===== src/rtl/bits4_pkg.sv =====
// Shared types and widths for the 4-bit adder/subtractor result path.
package bits4_pkg;

  localparam int RES_W  = 5;
  localparam int OP_W   = 4;
  localparam int STAT_W = 8;

  typedef struct packed {
    logic [RES_W-1:0] sum;
    logic [RES_W-1:0] diff;
  } res_pair_t;

endpackage


===== src/rtl/bits4_sat_counter.sv =====
// Saturating up-counter used for the optional result statistics.
module bits4_sat_counter
  import bits4_pkg::*;
#(
  parameter int W = STAT_W
) (
  input  logic         clk,
  input  logic         rst,
  input  logic         inc,
  output logic [W-1:0] count
);

  // Count accepted events, holding at all-ones instead of wrapping.
  always_ff @(posedge clk) begin
    if (rst) begin
      count <= '0;
    end else if (inc && (count != '1)) begin
      count <= count + W'(1);
    end
  end

endmodule


===== src/rtl/bits4_result_buffer.sv =====
// Result FIFO for the bits4 adder/subtractor pair with a valid/ready output.
// The producer cannot stall, so writes offered while full are dropped and
// recorded in a sticky overflow flag.
// Optional macro ADDSUB_STATS_EN adds carry_cnt / neg_cnt statistics.
module bits4_result_buffer
  import bits4_pkg::*;
#(
  parameter int DEPTH = 4,
  parameter int RES_W = bits4_pkg::RES_W,
  parameter int LVL_W = $clog2(DEPTH + 1)
) (
  input  logic             clk,
  input  logic             rst,
  input  logic             in_valid,
  output logic             in_ready,
  input  logic [RES_W-1:0] in_sum,
  input  logic [RES_W-1:0] in_diff,
  output logic             out_valid,
  input  logic             out_ready,
  output logic [RES_W-1:0] out_sum,
  output logic [RES_W-1:0] out_diff,
  output logic [LVL_W-1:0] level,
`ifdef ADDSUB_STATS_EN
  output logic [STAT_W-1:0] carry_cnt,
  output logic [STAT_W-1:0] neg_cnt,
`endif
  output logic             overflow
);

  localparam int PTR_W = $clog2(DEPTH);

  logic [RES_W-1:0] mem_sum  [DEPTH];
  logic [RES_W-1:0] mem_diff [DEPTH];
  logic [PTR_W-1:0] wr_ptr;
  logic [PTR_W-1:0] rd_ptr;
  logic             push;
  logic             pop;
  logic             drop;

  // Full/empty come from the occupancy count; pointers wrap freely.
  always_comb begin
    in_ready  = (level != LVL_W'(DEPTH));
    out_valid = (level != '0);
    push      = in_valid & in_ready;
    pop       = out_valid & out_ready;
    drop      = in_valid & ~in_ready;
  end

  // Head entry is read straight from storage, forced to zero when empty.
  always_comb begin
    out_sum  = '0;
    out_diff = '0;
    if (out_valid) begin
      out_sum  = mem_sum[rd_ptr];
      out_diff = mem_diff[rd_ptr];
    end
  end

  // Storage array needs no reset; entries are only visible while counted.
  always_ff @(posedge clk) begin
    if (push) begin
      mem_sum[wr_ptr]  <= in_sum;
      mem_diff[wr_ptr] <= in_diff;
    end
  end

  // Pointer, occupancy and sticky overflow bookkeeping.
  always_ff @(posedge clk) begin
    if (rst) begin
      wr_ptr   <= '0;
      rd_ptr   <= '0;
      level    <= '0;
      overflow <= 1'b0;
    end else begin
      if (push) wr_ptr <= wr_ptr + PTR_W'(1);
      if (pop)  rd_ptr <= rd_ptr + PTR_W'(1);
      case ({push, pop})
        2'b10:   level <= level + LVL_W'(1);
        2'b01:   level <= level - LVL_W'(1);
        default: level <= level;
      endcase
      if (drop) overflow <= 1'b1;
    end
  end

`ifdef ADDSUB_STATS_EN
  bits4_sat_counter #(.W(STAT_W)) u_carry_cnt (
    .clk   (clk),
    .rst   (rst),
    .inc   (push & in_sum[RES_W-1]),
    .count (carry_cnt)
  );

  bits4_sat_counter #(.W(STAT_W)) u_neg_cnt (
    .clk   (clk),
    .rst   (rst),
    .inc   (push & in_diff[RES_W-1]),
    .count (neg_cnt)
  );
`endif

endmodule


===== config.mk =====
export PLATFORM = sky130hd
export DESIGN_NAME = bits4_result_buffer
export DESIGN_NICKNAME = d
export VERILOG_FILES = /design/src/rtl/bits4_pkg.sv /design/src/rtl/bits4_sat_counter.sv /design/src/rtl/bits4_result_buffer.sv
export SDC_FILE = /design/constraint.sdc
export NUM_CORES = 1
export LEC_CHECK = 0
export ABC_CLOCK_PERIOD_IN_PS = 4100
export CORE_MARGIN = 3
export CORE_UTILIZATION = 35
export CTS_BUF_LIST = sky130_fd_sc_hd__clkbuf_8 sky130_fd_sc_hd__clkbuf_16
export DETAILED_ROUTE_END_ITERATION = 12
export SETUP_SLACK_MARGIN = 0.02
export SYNTH_ARGS = -nofsm -noshare
export SYNTH_HDL_FRONTEND = slang
export SYNTH_SLANG_ARGS = --single-unit

===== constraint.sdc =====
create_clock -name clk -period 4.1 [get_ports clk]
set_input_delay 0.82 -clock clk [delete_from_list [all_inputs] [get_ports clk]]
set_output_delay 0.82 -clock clk [all_outputs]
set_load 0.05 [all_outputs]

==> reports/qor.yml <==
tightestPinTransition_ns: 0.7198
track_usage_pct: 11.82
ctsHtreeMaxLevel: 2
nets: 175
gr-total-overflow: 0
grt_max_degree: 17
synth_xor_area_share_pct: 1.276
synth_area_leader_cell: "edfxtp_1"
pre_cts_ws_ns: 1.013
fmax_ghz: 0.2954
vdd.ir_drop.worst_mv: 0.3982
path_class: "reg2out"
vias: 1060
cts_resized: 0
clock_power_share_pct: 16.6
n_antenna_cell: 0
p_switching_w: 0.0006514
yosysUniqueCellTypes: 25
antenna_found_initial: 0
swShare_pct: 38.88
hold_class: "reg2reg"
ys_warn_count: 0
ys_ff_latch: 50
final.setup.tns_ns: 0
clk_pin_slew_worst_paths_ns: 0.08
final.period_utilization_pct: 82.56
drt-initial-drc-count: 63
ctsHoldBuffers: 0
hold_viol: 0
cts_tree: "done"
worstRegToRegCells: 9
synthAdderAreaFrac_pct: 4.010
worstPathRequired_ns: 3.28
post_cts_buffers: 0
finalWorstSetupSlack_ns: 0.7150
postLayoutCoreUtil_pct: 44.80
p_leak_nw: 0.8475
clock_path_buffers: 2
place_congestion: 0.7618
power.density_nw_per_um2: 666.9
grt_pass1_vias: 1150
worstPathMaxFanout: 10
cap_violations: 0
fp.dieH_um: 82.71
fillers: 533
p_int_w: 0.001024
io_buffers: 29
slew_headroom_pct: 51.95
drive_gt1_share_pct: 16.67
clock_skew_ns: 0.01449
drt-vias-per-instance: 4.649
crit_end: "out_sum[4]"
ant_nets: 0
routedWlPerCell_um: 15.44
outcome: "complete, no violations"
cts-root-buf: "clkbuf_8"
r2r-end: "level[2]"
core_area_um2: 5608
post-dp-hpwl_um: 2371
cts_num_sinks: 50
drcViolationCount: 0
power_w: 0.001675
start_kind: "register"
grt_setup_unrepaired: "no"
r2r-start: "level[2]"
slew_viol_final: 0
cts_made_buffers: 5
fp.dieArea_um2: 6841
initial_core_util_pct: 36.72
synth_top_family_by_area: "multiplexers"
cp-end-kind: "primary output"
syn_area_per_cell_um2: 16.88
ys_top_cells_by_area: "edfxtp_1 58%, mux4_2 11%, dfxtp_1 9.7%, ha_1 3.0%, nor2b_4 2.7%"
synth_mux_area_share_pct: 11.42
layout_commonest_cell: "edfxtp_1"
synth_area_um2: 2059
yosys.area.top_type_share_pct: 58.32
routed_wl_um: 3521
first_pass_iters: 4
fp.dieW_um: 82.71
grt_pass1_wl_um: 5582
syn_to_final_growth_pct: 21.99
final_cell_mix: "40 x edfxtp_1, 29 x clkdlybuf4s50_1, 10 x inv_1, 10 x mux4_2, 10 x dfxtp_1"
min_period_ns: 3.385
ff2ff_setup_slack_ns: 1.79
setup_violations: 0
clock_latency_ns: 0.31
seq_power_share_pct: 40.4
arrival_ns: 2.57
synth_nets: 142
io_pins: 30
synth-compound-area-share_pct: 2.309
power_frac_comb_pct: 43.1
rows: 27
syn_inst: 122
ys_seq_area_share_pct: 68.04
yosys.area_share.simple_pct: 9.903
## worst min path at each step
stage	endpoint	cells after the start	start
after floorplan	register	2	rd_ptr[1]
after global placement	overflow	2	overflow
after detailed placement	overflow	2	overflow
after CTS	overflow	2	overflow
after global routing	rd_ptr[1]	2	rd_ptr[1]
final	overflow	2	overflow
## routing by layer
layer	share of wire (%)	GRT usage, %
met1	44	14.30
met4	2.0	5.882
met5	0	0
met3	5.2	3.362
met2	49	19.31
## per-stage QoR
step	cell area [µm²]	hold WS, ns	instances
finish	2512	0.4802	228
global route	2512	0.5344	228
CTS	2512	0.4872	228
detailed placement	2422	0.4661	220
global placement	2422	0.4510	220
floorplan	2059	0.4591	122
## Yosys cell counts (all sizes together)
| master | n |
|---|---|
| edfxtp | 40 |
| dfxtp | 10 |
| inv | 10 |
| mux4 | 10 |
| nor2b | 10 |
| nor2 | 7 |
| a21oi | 5 |
| ha | 5 |
| and2 | 4 |
| o21ai | 3 |
| or3 | 3 |
| xor2 | 3 |
| buf | 2 |
| clkbuf | 2 |
| nand2b | 2 |
| fa | 1 |
| mux2i | 1 |
| nand2 | 1 |
| nor3 | 1 |
| nor3b | 1 |
| o31ai | 1 |
## kinds of logic (layout without fill, tap and decap cells)
logic type	after synthesis	after routing
buffers and inverters	14	48
and+or+nand+nor	29	29
adders and majority gates	6	6
AOI/OAI and AO/OA	9	9
xor gates and xnor gates	3	3
DFF	50	50
muxes	11	11
## state kept, by name, indices dropped and copies added (netlist names), named ones only
name / count
mem_diff: 20
rd_ptr: 2
wr_ptr: 2
overflow: 1
level: 3
mem_sum: 20
## power groups by stage
stage | Clock, W | Sequential (W) | Combinational (W)
2_1_floorplan | 0 | 0.000685 | 0.000520
3_3_place_gp | 0 | 0.000688 | 0.000717
3_5_place_dp | 0 | 0.000692 | 0.000728
4_1_cts | 0.000288 | 0.000680 | 0.000731
5_1_grt | 0.000311 | 0.000693 | 0.000764
6_report | 0.000278 | 0.000676 | 0.000721
## worst max-delay path, stage by stage (launching register included)
cell and delay [ns]:
dfxtp_1 0.79, mux4_2 0.59, nor2b_1 0.15, clkdlybuf4s50_1 0.73
## final cells by class
cell class / instances / area, µm² / area share (%)
Inverter: 10 / 37.54 / 1.494
Clock buffer: 5 / 68.82 / 2.739
Timing Repair Buffer: 30 / 297.8 / 11.85
Multi-Input combinational cell: 58 / 595.6 / 23.71
Tap cell: 72 / 90.09 / 3.586
Sequential cell: 50 / 1401 / 55.78
Clock inverter: 3 / 21.27 / 0.8466
Note: power is estimated with default switching activity, not from simulation.
